--- src/rtl/branch_predictor.sv ---
// Direct-mapped BTB with 2-bit saturating direction counters per entry.
// Lookups are combinational from table state; EX updates train the table one cycle later.
package bp_pkg;
  typedef struct packed {
    logic        is_jump;
    logic        taken;
    logic [31:0] target;
  } upd_req_t;
endpackage

module btb_entry
  import bp_pkg::*;
#(
  parameter int TAG_W = 26
) (
  input  logic             clk,
  input  logic             rst_n,
  input  logic             clr,
  input  logic             sel,
  input  logic [TAG_W-1:0] upd_tag,
  input  upd_req_t         req,
  output logic             valid,
  output logic [TAG_W-1:0] tag,
  output logic [31:0]      target,
  output logic             is_jump,
  output logic [1:0]       ctr
);
  logic hit;
  assign hit = valid && (tag == upd_tag);

  always_ff @(posedge clk or negedge rst_n) begin
    if (!rst_n) begin
      valid   <= 1'b0;
      tag     <= '0;
      target  <= '0;
      is_jump <= 1'b0;
      ctr     <= 2'b00;
    end else if (clr) begin
      valid <= 1'b0;
    end else if (sel) begin
      if (hit) begin
        if (req.taken) begin
          ctr     <= (ctr == 2'b11) ? ctr : ctr + 2'd1;
          target  <= req.target;
          is_jump <= req.is_jump;
        end else begin
          ctr <= (ctr == 2'b00) ? ctr : ctr - 2'd1;
        end
      end else if (req.taken) begin
        // miss-and-taken allocates over whatever alias sat at this index
        valid   <= 1'b1;
        tag     <= upd_tag;
        target  <= req.target;
        is_jump <= req.is_jump;
        ctr     <= 2'b10;
      end
    end
  end
endmodule

module branch_predictor
  import bp_pkg::*;
#(
  parameter int BTB_ENTRIES = 16
) (
  input  logic        clk,
  input  logic        rst_n,
  input  logic [31:0] if_pc,
  output logic        pred_valid,
  output logic        pred_taken,
  output logic [31:0] pred_pc,
  input  logic        upd_valid,
  input  logic [31:0] upd_pc,
  input  logic        upd_is_jump,
  input  logic        upd_taken,
  input  logic [31:0] upd_target,
  input  logic        upd_mispredict,
  input  logic        bp_clear,
  output logic [31:0] stat_branches,
  output logic [31:0] stat_mispredicts
);
  localparam int IDX   = $clog2(BTB_ENTRIES);
  localparam int TAG_W = 30 - IDX;

  logic [BTB_ENTRIES-1:0]            ent_valid, ent_jump;
  logic [BTB_ENTRIES-1:0][TAG_W-1:0] ent_tag;
  logic [BTB_ENTRIES-1:0][31:0]      ent_target;
  logic [BTB_ENTRIES-1:0][1:0]       ent_ctr;

  logic [IDX-1:0]   uidx, lidx;
  logic [TAG_W-1:0] utag, ltag;
  upd_req_t         req;
  logic             hit;
  logic             unused_pc_lsbs;

  assign uidx = upd_pc[IDX+1:2];
  assign utag = upd_pc[31:IDX+2];
  assign lidx = if_pc[IDX+1:2];
  assign ltag = if_pc[31:IDX+2];
  assign req  = '{is_jump: upd_is_jump, taken: upd_taken, target: upd_target};
  assign unused_pc_lsbs = ^{if_pc[1:0], upd_pc[1:0]};

  for (genvar g = 0; g < BTB_ENTRIES; g++) begin : g_ent
    btb_entry #(.TAG_W(TAG_W)) u_ent (
      .clk     (clk),
      .rst_n   (rst_n),
      .clr     (bp_clear),
      .sel     (upd_valid && (uidx == IDX'(g))),
      .upd_tag (utag),
      .req     (req),
      .valid   (ent_valid[g]),
      .tag     (ent_tag[g]),
      .target  (ent_target[g]),
      .is_jump (ent_jump[g]),
      .ctr     (ent_ctr[g])
    );
  end

  // no bypass: a same-cycle update is seen only after the edge
  assign hit        = ent_valid[lidx] && (ent_tag[lidx] == ltag);
  assign pred_valid = hit;
  assign pred_taken = hit && (ent_jump[lidx] || ent_ctr[lidx][1]);
  assign pred_pc    = pred_taken ? ent_target[lidx] : if_pc + 32'd4;

  always_ff @(posedge clk or negedge rst_n) begin
    if (!rst_n) begin
      stat_branches    <= '0;
      stat_mispredicts <= '0;
    end else if (upd_valid) begin
      stat_branches <= stat_branches + 32'd1;
      if (upd_mispredict) stat_mispredicts <= stat_mispredicts + 32'd1;
    end
  end
endmodule

--- config.mk ---
export PLATFORM = sky130hd
export DESIGN_NAME = branch_predictor
export DESIGN_NICKNAME = d
export VERILOG_FILES = /design/src/rtl/branch_predictor.sv
export SDC_FILE = /design/constraint.sdc
export NUM_CORES = 2
export LEC_CHECK = 0
export ABC_AREA = 1
export CELL_PAD_IN_SITES_DETAIL_PLACEMENT = 2
export CELL_PAD_IN_SITES_GLOBAL_PLACEMENT = 2
export CORE_UTILIZATION = 33
export CTS_CLUSTER_SIZE = 30
export DETAILED_ROUTE_END_ITERATION = 7
export PLACE_DENSITY_LB_ADDON = 0.15
export SLEW_MARGIN = 20
export SYNTH_ARGS = -nofsm -noshare
export SYNTH_HDL_FRONTEND = slang
export SYNTH_SLANG_ARGS = --single-unit
--- constraint.sdc ---
create_clock -name clk -period 3.71 [get_ports clk]
set_clock_uncertainty 0.05 [all_clocks]
set_input_delay 0.9275 -clock clk [delete_from_list [all_inputs] [get_ports clk]]
set_output_delay 0.9275 -clock clk [all_outputs]
set_load 0.01 [all_outputs]
* Word-level counts from Yosys, hierarchy flattened
Index checks and enable logic that the tools add are counted.
Storage, ports and cells: register bits 1056, input port bits 103, output and inout bits 98, logic and storage cells 506
Operators by class: $add $sub $neg 35, order comparisons 1, equality and inequality tests 96, muxes and demuxes 125, bitwise logic cells 17, reductions and logical operators 150
Operators by type and width (number):
- $eq 26x26->1 | 17
- $mux 2 | 66
- $bmux 32 s4 | 1
- $bmux 26 s4 | 1
- $reduce_and 3->1 | 32
- $reduce_and 5->1 | 16
- $reduce_bool 2->1 | 33
- $add 32x1->32 const B | 2
- $mux 32 | 2
- $ne 2x2->1 const B | 32
- $reduce_and 4->1 | 16
- $mux 1 | 51
- $ne 3x3->1 const B | 16
- $logic_and 1x1->1 | 34
- $add 2x1->2 const B | 16
- $add 32x3->32 const B | 1
- $eq 2x2->1 const B | 16
- $eq 4x4->1 const B | 8
- $logic_not 2->1 | 16
- $sub 2x1->2 const B | 16
- $mux 26 | 1
- $not 1->1 | 17
- $eq 4x3->1 const B | 4
- $bmux 1 s4 | 2
- 7 further kinds | 8

* Depth between registers and ports, before layout
word-level depth 6, mapped depth 23, gate-level depth less buffers 19

* Cells and area by module
Synthesis repeated with hierarchy kept, for this count alone.
Unflattened totals: cell total of the unflattened synthesis 9692, area total of the unflattened synthesis 63012.9 µm²
Modules (own cells, without submodules):
- btb_entry | instances 16, cells each 425, area an instance 3027.9 µm², sequential area each 1551.5 µm²
- branch_predictor | instances 1, cells each 2892, area an instance 14566.5 µm², sequential area each 1601.5 µm²

* Worst setup path after synthesis
Ideal clock, no wire load.
path type in2out, start input port if_pc[2], end output port pred_pc[8], arrival 2.697 ns, data required time 2.733 ns, path slack 0.036 ns, stages on the path 17, path buffers 4, cell sequence buf_4 > buf_8 > buf_6 > o21ai_0 > nand2_1 > nand3_1 > nand3_1 > nand2_1 > nand2_1 > nand2_1 > nand2_1 > nor2_1 > nand2_1 > nor2_1 > nand3_2 > buf_4 > o21ai_1
On the way: cells in the longest elaborated chain, start to end 6, elaborated cells between the ends (all ways) 16, those cells by class add/sub: 1; eq/ne: 1; mux: 11; reduce/logical: 3
Ends and longest elaborated chain:
- start, declared | RTL line 68 | input logic [31:0] if_pc,
- $bmux 26 s4 | RTL line 120 | assign hit = ent_valid[lidx] && (ent_tag[lidx] == ltag);
- $mux 26 (not written as such) | RTL line 120
- $eq 26x26->1 | RTL line 120
- $logic_and 1x1->1 | RTL line 120
- $logic_and 1x1->1 | RTL line 122 | assign pred_taken = hit && (ent_jump[lidx] || ent_ctr[lidx][1]);
- $mux 32 (*) | RTL line 123 | assign pred_pc = pred_taken ? ent_target[lidx] : if_pc + 32'd4;
- end, declared | RTL line 71 | output logic [31:0] pred_pc,
Mark *: on every way between the ends. The rest lies on a longest branch, timed or not. The select of a mux whose other input is x is not followed.

* Final worst setup path
start input port if_pc[2], end output port pred_pc[21]
The elaborated chain is that of the path after synthesis.

==> flow_summary.yaml <==
detailed_routing:
  drcViolationCount: 0
  finalWirelength_um: 341700
  wl_per_cell_um: 29.25
  postRouteAntennaNets: 0
  detail_route.iter0.violations: 5700
  first_pass_detailed_route_iteration_total: 7
  vias_per_inst: 5.672
  vias: 66240
setup_path:
  critical_path_required_ns: 2.73
  timing.critical_path.fanout_max: 8
  worst_r2r_endpoint: "g_ent[15].u_ent.tag[0]"
  endpoint_kind: "primary output"
  rr_startpoint: "g_ent[15].u_ent.tag[12]"
  arrival_time_at_the_worst_endpoint_ns: 3.65
  start_kind: "input port"
  worst_setup_path_category: "in2out"
  worst-r2r-cell-count: 13
  reg2reg_setup_slack_ns: 0.58
layout:
  num-nets-final: 9329
  drive_above_1_share_pct: 22.54
  area_delta_synth_final_pct: 37.77
  post_layout_nonfiller_instances: 11680
global_routing:
  vias_in_the_first_global_route: 70960
  gr-total-overflow: 0
  grt_pass1_wl_um: 491200
  antenna_violations_before_repair: 19
  track_usage_pct: 37.02
  grt_max_degree: 102
clock_tree:
  htree_num_levels: 4
  tritoncts_clock_tree: "yes"
  clkSlewWorstSetupHoldPaths_ns: 0.06
  ctsHoldBuffers: 0
  cts_inserted_buffers: 138
  clkSinkCount: 1056
  clk-insertion-delay-late_ns: 0.83
  clock_tree.root_cell: "sky130_fd_sc_hd__clkbuf_16"
  clk_path_buf_depth: 3
synth:
  synth_enable_flop_cells: 0
  synth_sequential_area_ratio_pct: 45.19
  synthesis.area_mm2: 0.05848
  synthesis.yosys.warnings: 0
  post_synth_inst_count: 8053
  ys_async_sr_fraction_pct: 100.0
  ys_dominant_reg_cell: "sky130_fd_sc_hd__dfrtp_1"
  ys_ff_latch: 1056
  synthesis.nets: 8159
  synth.lib_cells_used.distinct: 55
  postSynthAreaPerCell_um2: 7.261
placed_design:
  finalWeightedCongestion: 0.9858
  io_buffers: 198
  place_worst_setup_slack_ns: -1.825
  dpl.hpwl_um: 242900
  numPlacedInstances: 11360
power_and_ir_drop:
  p_switching_uw: 12900
  internal-power_uw: 24770
  overall_power_consumption_uw: 37670
  combPwrFrac_pct: 25.6
  ir_worst_vdd_mv: 0.3875
  power.leakage_uw: 0.03854
  seq_power_share_pct: 37.4
  power.clock.fraction_pct: 36.9
  power.switching_fraction_pct: 34.25
  powerDensity_mw_per_mm2: 467.6
flow_run:
  maxCapViolCount: 0
timing:
  final_min_period_over_clock_period_pct: 124.9
  setup_viol_count_final: 34
  grt_setup_unrepaired: "true"
  fin_hold_ws_ns: -0.02932
  hold_violations: 5
  period_needed_ns: 4.632
  finalMaxSlewViolations: 0
  worst_slew_pin_slew_ns: 0.8579
  slew_headroom_pct: 42.81
  timing.final.ws_setup_ns: -0.9222
  clock.fmax_ghz: 0.2159
run_status:
  outcome: "finished, violations left"
  violations: "hold timing, setup timing"
floorplanning:
  io_pins: 201
  placementRows: 154
  core_area_mm2: 0.1761
  fp.dieH_um: 423.0
  floorplan.initialDensity_pct: 33.20
  floorplan.die_area_mm2: 0.1789
  die_w_um: 423.0
worst_hold_path:
  timing.hold.worst.class: "in2async"
==> Yosys cell counts (all sizes together) (15+ instances only) <==
cell,count,area share [%]
xnor2,78,1.2
nor3,108,0.97
inv,726,4.7
nand3,455,3.9
nand2,2304,15
xor2,152,2.3
buf,219,2.2
o2111ai,15,0.22
or2,25,0.27
o21ai,1346,12
dfrtp,1056,45
nor4,77,0.83
o211ai,77,0.99
o22ai,59,0.63
a21oi,191,1.6
nor2,602,3.9
nand4,142,1.5
clkbuf,334,2.1
==> kinds of logic (layout without fill, tap and decap cells) <==
logic type / Yosys count / count (layout) / share of synthesized area (%)
AND/OR/NAND/NOR: 3756 / 3756 / 26.75
buffers and inverters: 1284 / 2564 / 9.053
flip-flops: 1056 / 1056 / 45.19
multiplexers: 1 / 1 / 0.01926
other: 0 / 6 / 0
adder cells (fa/ha/maj): 3 / 3 / 0.06420
AO/OA/AOI/OAI: 1723 / 1723 / 15.48
XOR/XNOR: 230 / 230 / 3.445
==> worst max-delay path by stage <==
stage	start	endpoint	slack, ns
3_5_place_dp	if_pc[5]	pred_pc[13]	-1.83
4_1_cts	if_pc[2]	pred_pc[13]	-0.98
6_report	if_pc[2]	pred_pc[21]	-0.92
2_1_floorplan	if_pc[2]	pred_pc[8]	0.04
5_1_grt	if_pc[2]	pred_pc[21]	-0.95
3_3_place_gp	if_pc[5]	pred_pc[13]	-1.79
==> timing repair <==
action / 4_1_cts / 5_1_grt
setup endpoints to repair: 34 / 40
setup buffers: 38 / 8
gates cloned: 14 / 10
gates resized for setup: 256 / 469
pin swaps: 22 / 119
==> per-layer routing <==
layer	GRT usage (%)	wire, um
met1	50.14	147000
met2	58.10	153900
met3	6.591	25530
met4	15.23	15170
met5	0	56
==> metrics by stage <==
| stage | util, % | area, um2 | TNS [ns] |
|---|---|---|---|
| after global routing | 45.74 | 80550 | -30.47 |
| final | 45.75 | 80560 | -28.02 |
| after global placement | 41.49 | 73070 | -144.09 |
| after CTS | 44.82 | 78930 | -29.76 |
| after detailed placement | 41.49 | 73070 | -170.34 |
| after floorplan | - | 58480 | 0 |
==> sequential cells by signal (all words and copies together), names as in the netlist <==
| name | count |
|---|---|
| g_ent.u_ent.tag | 416 |
| g_ent.u_ent.target | 512 |
| g_ent.u_ent.is_jump | 16 |
| g_ent.u_ent.ctr | 32 |
| stat_branches | 32 |
| stat_mispredicts | 32 |
| g_ent.u_ent.valid | 16 |
==> power groups by stage <==
| stage | sequential (uW) | clock, uW | combinational [uW] |
|---|---|---|---|
| finish | 14100 | 13900 | 9660 |
| detailed placement | 14200 | 0 | 8840 |
| global placement | 14100 | 0 | 8460 |
| global route | 14300 | 14500 | 10300 |
| CTS | 14100 | 14100 | 9150 |
| floorplan | 14100 | 0 | 3780 |
==> cells in the final DEF (no fill, tap or decap), types with 34 or more instances in the layout <==
master | Yosys | layout
sky130_fd_sc_hd__a21oi_1 | 191 | 188
sky130_fd_sc_hd__buf_12 | 0 | 178
sky130_fd_sc_hd__buf_4 | 27 | 1130
sky130_fd_sc_hd__buf_6 | 22 | 46
sky130_fd_sc_hd__clkbuf_1 | 332 | 38
sky130_fd_sc_hd__clkbuf_16 | 0 | 148
sky130_fd_sc_hd__clkbuf_8 | 0 | 34
sky130_fd_sc_hd__clkdlybuf4s50_1 | 0 | 155
sky130_fd_sc_hd__dfrtp_1 | 1056 | 1056
sky130_fd_sc_hd__inv_1 | 707 | 678
sky130_fd_sc_hd__inv_2 | 18 | 41
sky130_fd_sc_hd__nand2_1 | 2302 | 2105
sky130_fd_sc_hd__nand2_2 | 2 | 156
sky130_fd_sc_hd__nand2_4 | 0 | 42
sky130_fd_sc_hd__nand3_1 | 451 | 337
sky130_fd_sc_hd__nand3_2 | 4 | 103
sky130_fd_sc_hd__nand4_1 | 142 | 142
sky130_fd_sc_hd__nor2_1 | 596 | 559
sky130_fd_sc_hd__nor3_1 | 103 | 103
sky130_fd_sc_hd__nor4_1 | 76 | 75
sky130_fd_sc_hd__o211ai_1 | 77 | 77
sky130_fd_sc_hd__o21ai_0 | 1306 | 1292
sky130_fd_sc_hd__o21ai_1 | 38 | 37
sky130_fd_sc_hd__o22ai_1 | 59 | 59
sky130_fd_sc_hd__xnor2_1 | 78 | 78
sky130_fd_sc_hd__xor2_1 | 152 | 151
==> cell type report <==
class | instances | area, um2
clock inverters | 39 | 494.2
well taps | 2340 | 2928
flip-flops and latches | 1056 | 26430
clock buffers | 211 | 4089
multi-input cells | 5713 | 28520
fillers | 19790 | 95550
diodes | 6 | 15.01
repair inverters | 1 | 20.02
repair buffers | 1582 | 15270
inverters | 731 | 2796
==> critical path, stage by stage <==
cell and delay, ns:
sky130_fd_sc_hd__buf_16 0.19, sky130_fd_sc_hd__clkinv_16 0.14, sky130_fd_sc_hd__buf_16 0.19, sky130_fd_sc_hd__buf_12 0.14
sky130_fd_sc_hd__nand2_1 0.06, sky130_fd_sc_hd__nand3_1 0.16, sky130_fd_sc_hd__nand3_1 0.19, sky130_fd_sc_hd__nand3_2 0.14
sky130_fd_sc_hd__nand3_2 0.11, sky130_fd_sc_hd__nand2_1 0.06, sky130_fd_sc_hd__inv_1 0.06, sky130_fd_sc_hd__nand2_2 0.08
sky130_fd_sc_hd__nor2_4 0.12, sky130_fd_sc_hd__buf_6 0.11, sky130_fd_sc_hd__nand3_4 0.08, sky130_fd_sc_hd__nor2_4 0.19
sky130_fd_sc_hd__buf_12 0.16, sky130_fd_sc_hd__buf_12 0.12, sky130_fd_sc_hd__nand3_1 0.11, sky130_fd_sc_hd__nand2_2 0.10
sky130_fd_sc_hd__inv_2 0.04, sky130_fd_sc_hd__buf_6 0.11
No activity file was read; power rests on OpenSTA's default activity.
